### config.mk
export PLATFORM = sky130hd
export DESIGN_NAME = serial_subtractor
export DESIGN_NICKNAME = d
export VERILOG_FILES = /design/src/rtl/serial_subtractor.sv
export SDC_FILE = /design/constraint.sdc
export NUM_CORES = 1
export LEC_CHECK = 0
export CORE_UTILIZATION = 45
export DETAILED_ROUTE_END_ITERATION = 6
export GPL_TIMING_DRIVEN = 0
export MAX_ROUTING_LAYER = met4
export PLACE_DENSITY = 0.75
export SYNTH_ARGS = -nofsm -noshare
export SYNTH_HDL_FRONTEND = slang
export SYNTH_SLANG_ARGS = --single-unit
### constraint.sdc
create_clock -name clk -period 1.7 [get_ports clk]
set_input_delay 0.17 -clock clk [delete_from_list [all_inputs] [get_ports clk]]
set_output_delay 0.17 -clock clk [all_outputs]
set_load 0.02 [all_outputs]
### src/rtl/serial_subtractor.sv
// Bit-serial WIDTH-bit subtractor: minuend - subtrahend - borrow_in, one bit per clock, LSB first,
// through a single full-subtractor cell, with valid/ready handshakes on operands and result.
module serial_subtractor #(
  parameter int WIDTH = 8
) (
  input  logic             clk,
  input  logic             resetn,
  input  logic             in_valid,
  output logic             in_ready,
  input  logic [WIDTH-1:0] minuend,
  input  logic [WIDTH-1:0] subtrahend,
  input  logic             borrow_in,
  output logic             out_valid,
  input  logic             out_ready,
  output logic [WIDTH-1:0] difference,
  output logic             borrow_out,
  output logic             overflow
);

  localparam int CW = (WIDTH > 1) ? $clog2(WIDTH) : 1;

  typedef enum logic [1:0] {IDLE, RUN, DONE} state_t;

  state_t           state, state_nx;
  logic [WIDTH-1:0] min_sr, sub_sr, res_sr;
  logic [CW-1:0]    cnt;
  logic             br;
  logic             a, b, d, br_nx, last;

  // Full-subtractor cell: returns {difference bit, borrow out}.
  function automatic logic [1:0] fsub(input logic fa, input logic fb, input logic fbi);
    logic fd, fbo;
    fd  = fa ^ fb ^ fbi;
    fbo = (~fa & fb) | (fbi & ~(fa ^ fb));
    return {fd, fbo};
  endfunction

  assign a    = min_sr[0];
  assign b    = sub_sr[0];
  assign {d, br_nx} = fsub(a, b, br);
  assign last = (cnt == CW'(WIDTH - 1));

  always_comb begin
    state_nx = state;
    case (state)
      IDLE:    if (in_valid && in_ready) state_nx = RUN;
      RUN:     if (last) state_nx = DONE;
      DONE:    if (out_valid && out_ready) state_nx = IDLE;
      default: state_nx = IDLE;
    endcase
  end

  always_ff @(posedge clk or negedge resetn) begin
    if (!resetn) begin
      state     <= IDLE;
      in_ready  <= 1'b1;
      out_valid <= 1'b0;
    end else begin
      state     <= state_nx;
      in_ready  <= (state_nx == IDLE);
      out_valid <= (state_nx == DONE);
    end
  end

  // Operands shift right so the cell always sees bit `cnt` at position 0; the result
  // fills from the MSB side. On the final bit the shifted-out MSBs are still at [0].
  always_ff @(posedge clk or negedge resetn) begin
    if (!resetn) begin
      min_sr     <= '0;
      sub_sr     <= '0;
      res_sr     <= '0;
      cnt        <= '0;
      br         <= 1'b0;
      difference <= '0;
      borrow_out <= 1'b0;
      overflow   <= 1'b0;
    end else begin
      case (state)
        IDLE: begin
          if (in_valid && in_ready) begin
            min_sr <= minuend;
            sub_sr <= subtrahend;
            br     <= borrow_in;
            cnt    <= '0;
          end
        end
        RUN: begin
          min_sr <= {1'b0, min_sr[WIDTH-1:1]};
          sub_sr <= {1'b0, sub_sr[WIDTH-1:1]};
          res_sr <= {d, res_sr[WIDTH-1:1]};
          br     <= br_nx;
          cnt    <= cnt + 1'b1;
          if (last) begin
            difference <= {d, res_sr[WIDTH-1:1]};
            borrow_out <= br_nx;
            overflow   <= (a != b) && (d != a);
          end
        end
        default: ;
      endcase
    end
  end

endmodule

==> flow_metrics.env, run 1 <==
export IMPL_grtUsageTotal_pct=20.4
export IMPL_synth_area_per_cell_um2=11.0
export IMPL_critPathBufInv=1
export IMPL_worst_pin_slew_ns=0.884
export IMPL_pwr_share_clk_pct=13.9
export IMPL_outcome="finished with violations"
export IMPL_design_area_um2=2260
export IMPL_p_int_mw=2.69
export IMPL_dr_total_vias=1381
export IMPL_cp_slowest_stage_delay_ns=0.61
export IMPL_cp_max_fo=5
export IMPL_multi_input_area_um2=692
export IMPL_portBuffers=32
export IMPL_leakage_nw=1.03
export IMPL_clock_sinks=41
export IMPL_die_x_um=65.2
export IMPL_switchingPower_mw=1.68
export IMPL_nets=227
export IMPL_grt_max_degree=42
export IMPL_cts_resized=0
export IMPL_p_sw_share_pct=38.5
export IMPL_yosysSeqAreaShare_pct=57.2
export IMPL_cts_hold_buf=0
export IMPL_grt_overflow=0
export IMPL_seq_area_um2=1030
export IMPL_cts_root_buf="clkbuf_8"
export IMPL_p_seq_share_pct=40.3
export IMPL_clkTransAtPathRegs_ns=0.07
export IMPL_cts_made_buffers=5
export IMPL_hold_path_class="in2async"
export IMPL_ios=33
export IMPL_drc_errors=0
export IMPL_die_area_um2=4250
export IMPL_place_area_um2=2170
export IMPL_avgViaCountPerCell=5.50
export IMPL_yosysTopAreaCellShare_pct=55.7
export IMPL_grt_setup_unrepaired="false"
export IMPL_ys_top_cells_by_area="dfrtp_1, o22ai_1, nand2_1, a21oi_1, mux2_2"
export IMPL_yosys_area_top_type="dfrtp_1"
export IMPL_clkLatencyLatePin_ns=0.29
export IMPL_antennaDiodeCount=0
export IMPL_vdd_drop_max_mv=0.935
export IMPL_crit_chain="clkdlybuf4s50_1"
export IMPL_cap_violations=0
export IMPL_firstDrtPassIters=4
export IMPL_synth_nets=188
export IMPL_slew_headroom_pct=41.1
export IMPL_required_ns=1.53
export IMPL_wl_per_cell_um=14.5
export IMPL_drtIter0Drc=91
export IMPL_initial_core_util_pct=48.0
export IMPL_whs_ns=-0.00445
export IMPL_grt_pass1_wl_um=6310
export IMPL_min_period_over_period_pct=95.5
export IMPL_finalSetupViolCount=0
export IMPL_slew_viol_final=0
export IMPL_row_count=22
export IMPL_cts_buffer_depth=2
export IMPL_path_delay_family="buffers and inverters"
export IMPL_gp_congestion=0.865
export IMPL_drive_above_1_share_pct=15.3
export IMPL_fin_skew_ns=0.00438
export IMPL_timing_fmax_mhz=616
export IMPL_cpMaxStageDelayCell="clkdlybuf4s50_1"
export IMPL_syn_inst=163
export IMPL_stdcell_count=251
export IMPL_startpoint_type="flip-flop"
export IMPL_tritoncts="built"
export IMPL_fillers=318
export IMPL_die_y_um=65.2
export IMPL_violations="hold timing"
export IMPL_yosys_register_bits=41
export IMPL_post_cts_buffers=0
export IMPL_yosysUniqueCellTypes=30
export IMPL_grt_pass1_vias=1357
export IMPL_pre_cts_ws_ns=0.109
export IMPL_htreeDepth=2
export IMPL_period_minus_slack_ns=1.62
export IMPL_hpwlAfterDp_um=2590
export IMPL_wirelength_um=3650
export IMPL_areaGrowthSynthToFinish_pct=25.7
export IMPL_p_comb_share_pct=45.8
export IMPL_setup_tns_final_ns=0
export IMPL_ant_nets=0
export IMPL_path_class="reg2out"
export IMPL_setup_slack_ns=0.0765
export IMPL_hold_viol_final=3
export IMPL_cp_end_kind="output pin"
export IMPL_p_per_area_nw_per_um2=1940
export IMPL_place_inst=243
export IMPL_antenna_found_initial=0
export IMPL_ys_warn_count=0
export IMPL_arrival_ns=1.45
export IMPL_coreArea_um2=3740
export IMPL_syn_area_um2=1800
## cells in the mapped netlist
library cell,number
dfrtp_1,40
nand2_1,29
o22ai_1,27
a21oi_1,14
buf_2,7
mux2_2,6
inv_1,4
mux2_4,4
a22o_1,3
a22oi_1,3
ha_1,3
o21ai_0,3
and2_1,2
nor2_1,2
and3b_1,1
buf_4,1
buf_6,1
clkbuf_1,1
dfstp_2,1
fa_1,1
inv_2,1
nand2b_1,1
nand3_1,1
nand3b_1,1
nand3b_2,1
nor2b_1,1
o21ai_1,1
o2bb2ai_1,1
o31ai_1,1
xnor2_1,1
## sequential cells by signal, indices dropped and copies added (netlist names)
name        count
state           2
out_valid       1
in_ready        1
overflow        1
sub_sr          8
min_sr          8
difference      8
res_sr          7
borrow_out      1
cnt             3
br              1
## metal layers
| metal | global-route usage, % | vias to the layer above | share of wire (%) |
|---|---|---|---|
| met3 | 5.73 | 5 | 4.3 |
| met4 | 7.61 | 0 | 1.2 |
| li1 | - | 660 | - |
| met1 | 26.8 | 682 | 46 |
| met2 | 30.4 | 34 | 49 |
| met5 | - | - | 0 |
## cells in the final DEF, fill, tap and decap left out, types with 2 or more instances in the layout
cell type         n
ha_1              3
clkbuf_8          5
clkinv_2          2
a22o_1            3
inv_1             4
clkdlybuf4s50_1  31
a22oi_1           3
mux2_2            6
mux2_4            4
o21ai_0           3
dfrtp_1          40
nand2_1          29
nor2_1            2
buf_2             8
o22ai_1          27
a21oi_1          14
and2_1            2
## stage by stage
step,total power [mW],util [%]
final,4.37,60.3
after detailed placement,3.78,58.0
after floorplan,3.12,-
after CTS,4.40,60.3
after global routing,4.73,60.3
after global placement,3.67,58.1
## area by class of cell
type / count / area share (%)
timing repair buffer: 32 / 14.0
clock inverter: 3 / 0.776
clock buffer: 5 / 3.05
multi-input combinational: 107 / 30.7
tap: 48 / 2.66
sequential: 41 / 45.5
inverter: 5 / 0.831
buffer: 10 / 2.55
## cells by family (layout without fill, tap and decap cells)
group	after synthesis	in the layout	synth area share (%)
AOI/OAI and AO/OA	53	53	18.0
DFF	41	41	57.2
and+or+nand+nor	39	39	9.69
buffers and inverters	15	55	4.25
muxes	10	10	7.11
adders and majority gates	4	4	3.21
xor gates and xnor gates	1	1	0.488
## power groups by stage
| stage | clock network (mW) | logic, mW | registers (mW) |
|---|---|---|---|
| after floorplan | 0 | 1.26 | 1.85 |
| after global placement | 0 | 1.92 | 1.75 |
| after detailed placement | 0 | 2.00 | 1.77 |
| after CTS | 0.625 | 2.02 | 1.76 |
| after global routing | 0.672 | 2.23 | 1.82 |
| final | 0.609 | 2.00 | 1.76 |
## final timing paths
path / startpoint / endpoint / slack (ns) / depth (start not counted)
min in group clk: overflow / overflow / 0.48 / 2
hold reg to reg: overflow / overflow / 0.48 / 2
max in group asynchronous: resetn / difference[1] / 1.15 / 1
hold / removal: resetn / sub_sr[4] / -0.004 / 1
setup reg to reg: cnt[0] / difference[6] / 0.12 / 5
setup / recovery: in_ready / in_ready / 0.08 / 1
No activity file was read; power rests on OpenSTA's default activity.
==> inputs of run 2 (changes only) <==
CTS_CLUSTER_SIZE = 40   (was not set)
==> results of run 2 <==
Same layout as run 1: the final DEF is identical, and so are final timing and power.
==> inputs of run 3 (changes only) <==
CAP_MARGIN = 25   (was not set)
clock period = 1.98 ns   (was 1.7 ns; I/O delays follow)
==> results of run 3 <==
Same layout as run 1 (identical final DEF). Status: completed.
Among the figures that moved: setup slack after placement 0.109 ns -> 0.361 ns; setup slack after layout 0.0765 ns -> 0.328 ns; hold slack -0.00445 ns -> 0.0236 ns; number of hold violations in the final report 3 -> 0; register-to-register setup slack 0.12 ns -> 0.40 ns; total power 4.37 mW -> 3.75 mW; worst IR drop on VDD 0.935 mV -> 0.803 mV
==> RTL change 1 (config.mk and constraints of run 1) <==
Encoding of `state_t`: now one-hot (3 bits for 3 states).
--- a/src/rtl/serial_subtractor.sv
+++ b/src/rtl/serial_subtractor.sv
@@ -20,5 +20,5 @@
   localparam int CW = (WIDTH > 1) ? $clog2(WIDTH) : 1;
 
-  typedef enum logic [1:0] {IDLE, RUN, DONE} state_t;
+  typedef enum logic [2:0] {IDLE = 3'b001, RUN = 3'b010, DONE = 3'b100} state_t;
 
   state_t           state, state_nx;
Check against the original RTL: same outputs for any inputs over 10 cycles, from zero or initial values and one cycle with resetn low; not proved beyond that.
==> RTL change 1 against run 1 <==
- the flow still finishes with violations (negative hold slack)
- sequential cell count increased by 1
- count of clock-buffer cells in the layout up 1
- area after synthesis increased by 0.14%
- total power shrank 25%
- wire length fell by 5.5%
- cell count shrank 10%
- non-clock buffer count is 1 higher
- setup slack got worse by 0.011 ns
- synthesized cell count is 16% lower
- design area grew 1.5%
- sequential power is 12% lower
- register-to-register slack lost 0.05 ns
- largest power group is now registers
- highest routed layer unchanged
==> RTL change 1: results (changes against run 1) <==
INFO  metric finalNonFillerCells = 225 (-10%)
INFO  metric synth_sequential_area_ratio = 0.5859 (+0.01382)
INFO  metric result_of_the_run = complete, but fails checks
INFO  metric report.final.hold_viol_count = 3 (unchanged)
INFO  metric synth_adder_area_share = 0.03201 (-0.00004461)
INFO  metric post_dp_cell_area = 0.002173 mm2 (+0.12%)
INFO  metric grt_max_degree = 43 (+2.4%)
INFO  metric synth_area_leaders = sky130_fd_sc_hd__dfrtp_1 (56%), sky130_fd_sc_hd__mux2_2 (8.8%), sky130_fd_sc_hd__a2bb2oi_1 (5.4%), sky130_fd_sc_hd__o22ai_1 (3.8%), sky130_fd_sc_hd__dfstp_2 (2.9%)
INFO  metric worst_pin_slew = 0.8779 ns (-0.005836 ns)
INFO  metric synth.distinct_cells = 35 (+17%)
INFO  metric final_layout_size_suffix_gt1_frac = 0.1977 (+0.04503)
INFO  metric sequentialPowerShare = 0.476 (+0.073)
INFO  metric preCtsSetupSlack = -0.08603 ns (-0.1955 ns)
INFO  metric pwr.group.combinational = 1.11 mW (-44%)
INFO  metric synthMuxAreaShare = 0.1016 (+0.03052)
INFO  metric whs = -0.001772 ns (+0.002675 ns)
INFO  metric failed_checks = negative hold slack
INFO  metric synth_common_cells = sky130_fd_sc_hd__dfrtp_1 (40), sky130_fd_sc_hd__mux2_2 (14), sky130_fd_sc_hd__a2bb2oi_1 (11), sky130_fd_sc_hd__o22ai_1 (11)
INFO  metric irDropWorstVdd = 695.4 uV (-26%)
INFO  metric synth_area_in_xor_xnor = 0.004871 (-0.000006789)
INFO  metric worst_path_max_delay_cell = sky130_fd_sc_hd__dfrtp_1
INFO  metric arrival_time_at_the_worst_endpoint = 1.80 ns (+0.35 ns)
INFO  metric postSynthNetCount = 162 (-14%)
INFO  metric finalWirelength = 3.450 mm (-5.5%)
INFO  metric grt_use_total = 0.1922 (-0.01225)
-- RTL change 1: metal layers --
layer  track usage  up-vias  share of wire
li1              -      592              -
met2        0.3119       41           0.49
met5             -        -              0
met1        0.2338      619           0.45
met3       0.06424        4          0.047
met4       0.04076        0         0.0081
-- RTL change 1: cell families after synthesis --
group / count (synthesis)
buf+inv: 13
xor+xnor: 1
simple gates: 19
flops: 42
mux: 16
fa+ha+maj: 4
compound gates: 42
-- RTL change 1: per-stage QoR --
stage / power (mW) / util
6_report: 3.269 / 0.6120
5_1_grt: 3.493 / 0.6120
4_1_cts: 3.266 / 0.6086
3_5_place_dp: 2.626 / 0.5805
3_3_place_gp: 2.573 / 0.5819
2_1_floorplan: 2.328 / -
-- RTL change 1: final timing paths --
kind                                  to  startpoint
setup / recovery           difference[5]      cnt[0]
hold / removal             difference[3]      resetn
setup reg to reg           difference[5]      cnt[0]
hold reg to reg               borrow_out  borrow_out
max in group asynchronous      min_sr[0]      resetn
min in group clk               min_sr[7]  minuend[7]
-- RTL change 1: repair_timing --
item / 4_1_cts / 5_1_grt
pin swaps: 1 / 0
setup endpoints to repair: 10 / 18
resized for setup: 3 / 5
cloned: 0 / 0
setup buffers: 1 / 1
hold buffers: 0 / 0
-- RTL change 1: area by class of cell --
class / instances / area share
Buffer: 9 / 0.02785
Clock buffer: 6 / 0.03605
Inverter: 4 / 0.006554
Multi-Input combinational cell: 82 / 0.2993
Sequential cell: 42 / 0.4599
Tap cell: 48 / 0.02622
Timing Repair Buffer: 34 / 0.1442
==> RTL change 2 (flow settings as in run 1) <==
Without the edit above. Set the parameter `WIDTH` to 16 (it was 8).
--- a/src/rtl/serial_subtractor.sv
+++ b/src/rtl/serial_subtractor.sv
@@ -2,5 +2,5 @@
 // through a single full-subtractor cell, with valid/ready handshakes on operands and result.
 module serial_subtractor #(
-  parameter int WIDTH = 8
+  parameter int WIDTH = 16
 ) (
   input  logic             clk,
Interface: changed (resized difference, minuend and subtrahend); port bits go from 33 to 57. No check against the original RTL was run, so the function may have changed too.
==> RTL change 2 against run 1 <==
- sequential power grew 73%
- first-iteration DRC count grew 75%
- total power grew 69%
- design area grew 85%
- sequential cell count grew 33
- worst hold slack gained 0.30 ns
- wire length grew 95%
- critical path depth grew 2
- register-to-register slack gained 0.02 ns
- via count grew 84%
- setup slack gained 0.065 ns
- core utilization grew 0.42 points
- count of clock-buffer cells in the layout grew 4
- area after synthesis grew 81%
- largest power group is now registers
==> RTL change 2: results (changes against run 1) <==
INFO  metric num_antenna_cells = 0 (unchanged)
INFO  metric final_weighted_congestion_in_routability_driven_placement = 0.7940 (-8.2%)
INFO  metric post_drt_via_cell_ratio = 5.433 (-1.3%)
INFO  metric ys_dominant_reg_cell = sky130_fd_sc_hd__dfrtp_1
INFO  metric grt_max_degree = 45 (+7.1%)
INFO  metric irDropWorstVdd = 913.8 uV (-2.3%)
INFO  metric result_of_the_run = finished clean
INFO  metric synth_area_leaders = sky130_fd_sc_hd__dfrtp_1 (56%), sky130_fd_sc_hd__o22ai_1 (11%), sky130_fd_sc_hd__nand2_1 (5.6%), sky130_fd_sc_hd__a21oi_1 (4.9%), sky130_fd_sc_hd__mux2_4 (3.7%)
INFO  metric antenna_found_initial = 0 (unchanged)
INFO  metric drt_first_pass_iters = 4 (unchanged)
INFO  metric post_dp_cell_area = 0.003949 mm2 (+82%)
INFO  metric worst_skew_pair.late_latency = 0.34 ns (+0.05 ns)
INFO  metric synth_common_cells = sky130_fd_sc_hd__dfrtp_1 (73), sky130_fd_sc_hd__o22ai_1 (59), sky130_fd_sc_hd__nand2_1 (48)
INFO  metric layout_top_registers = difference (16), min_sr (16), sub_sr (16)
INFO  metric final_layout_size_suffix_gt1_frac = 0.1563 (+0.003625)
INFO  metric postSynthNetCount = 336 (+79%)
INFO  metric finalWirelength = 7.105 mm (+95%)
INFO  metric finalClockSkew = 0.006908 ns (+0.002527 ns)
INFO  metric buffer_depth_of_the_longest_clock_path = 2 (unchanged)
INFO  metric worst_pin_slew = 0.4678 ns (-0.4160 ns)
INFO  metric leakage = 1.837 nW (+79%)
INFO  metric number_of_design_rule_violations_left_by_the_first_detailed_router_iteration = 159 (+75%)
INFO  metric routed_wire_length_per_instance = 15.21 um (+4.6%)
INFO  metric critical_path.max_fanout = 5 (unchanged)
INFO  metric cts-root-buf = sky130_fd_sc_hd__clkbuf_8
INFO  metric rr_worst_depth = 3 (-2)
INFO  metric worstHoldPathType = input port to async pin
INFO  metric place_inst = 449 (+85%)
INFO  metric htree_num_levels = 3 (+1)
INFO  metric arrival_time_at_the_worst_endpoint = 1.79 ns (+0.34 ns)
INFO  metric path_class = flop to flop
INFO  metric synth.avg_cell_area = 10.96 um2 (-0.53%)
INFO  metric synth-warning-count = 0 (unchanged)
INFO  metric hpwlAfterDp = 4.835 mm (+87%)
INFO  metric synthArstFlopShare = 1.000 (unchanged)
INFO  metric grt_use_total = 0.2149 (+0.01043)
INFO  metric first_global_vias = 2592 (+91%)
INFO  metric count_of_input_and_output_buffers = 56 (+75%)
INFO  metric worst_setup_hold_path_clk_slew = about 0.08 ns
INFO  metric synth.distinct_cells = 41 (+37%)
INFO  metric synth_sequential_area_ratio = 0.5714 (-0.0007520)
INFO  metric cts_inserted_buffers = 9 (+4)
INFO  metric fin_nets = 406 (+79%)
INFO  metric first_pass_grt_wire_length = 12.00 mm (+90%)
INFO  metric worst_r2r_startpoint = min_sr[0]
## RTL change 2: cell type report
class                      instances  area, um2
buffer                            24      142.6
clock buffer                       9      123.9
clock inverter                     7      68.82
fill                             570       2699
inverter                           6      22.52
multi-input combinational        192       1225
sequential                        74       1853
tap                               96      120.1
timing repair buffer              59      614.3
## RTL change 2: repair_timing
action,in CTS,in global routing
endpoints found under the hold margin,30,0
pin swaps,0,1
buffers inserted,0,1
resized for setup,1,0
endpoints found under the setup margin,1,8
hold buffers,1,0
## RTL change 2: critical path, cell delays in order, from the launching register on
cell and delay, ns:
sky130_fd_sc_hd__dfrtp_1 0.47, sky130_fd_sc_hd__fa_1 0.56, sky130_fd_sc_hd__xnor2_1 0.16, sky130_fd_sc_hd__o41ai_1 0.25
## RTL change 2: path summary, 6_finish.rpt
check / endpoint / slack, ns
setup / recovery: overflow / 0.14
hold / removal: sub_sr[10] / 0.30
setup reg to reg: overflow / 0.14
hold reg to reg: res_sr[1] / 0.49
max in group asynchronous: in_ready / 0.79
min in group clk: sub_sr[5] / 0.44
## RTL change 2: through the flow
| step | setup WS, ns | hold WS, ns | setup TNS [ns] |
|---|---|---|---|
| 4_1_cts | 0.06153 | 0.2965 | 0 |
| 3_3_place_gp | -2.088 | 0.4542 | -153.29 |
| 5_1_grt | 0.03020 | 0.3267 | 0 |
| 6_report | 0.1415 | 0.2988 | 0 |
| 2_1_floorplan | 0.2452 | -0.1256 | 0 |
| 3_5_place_dp | 0.07266 | 0.1352 | 0 |
## RTL change 2: logic make-up (layout without fill, tap and decap cells)
kind of cell,Yosys count,after routing,share of synthesized area
flops,74,74,0.5714
buf+inv,30,105,0.05092
mux,18,18,0.07138
simple gates,61,61,0.08527
compound gates,109,109,0.2045
fa+ha+maj,3,3,0.01389
xor+xnor,1,1,0.002701
## RTL change 2: power by group
part | internal [mW] | switching (mW) | leakage [nW]
clock | 0.674 | 0.664 | 0.0954
combinational | 1.45 | 1.55 | 0.842
sequential | 2.51 | 0.547 | 0.899
total | 4.63 | 2.76 | 1.84
## RTL change 2: metal layers
layer	track usage	part of all wire	vias up
met3	0.04739	0.052	7
met1	0.2830	0.48	1240
li1	-	-	1224
met5	-	0	-
met2	0.3293	0.46	66
met4	0.07727	0.012	0
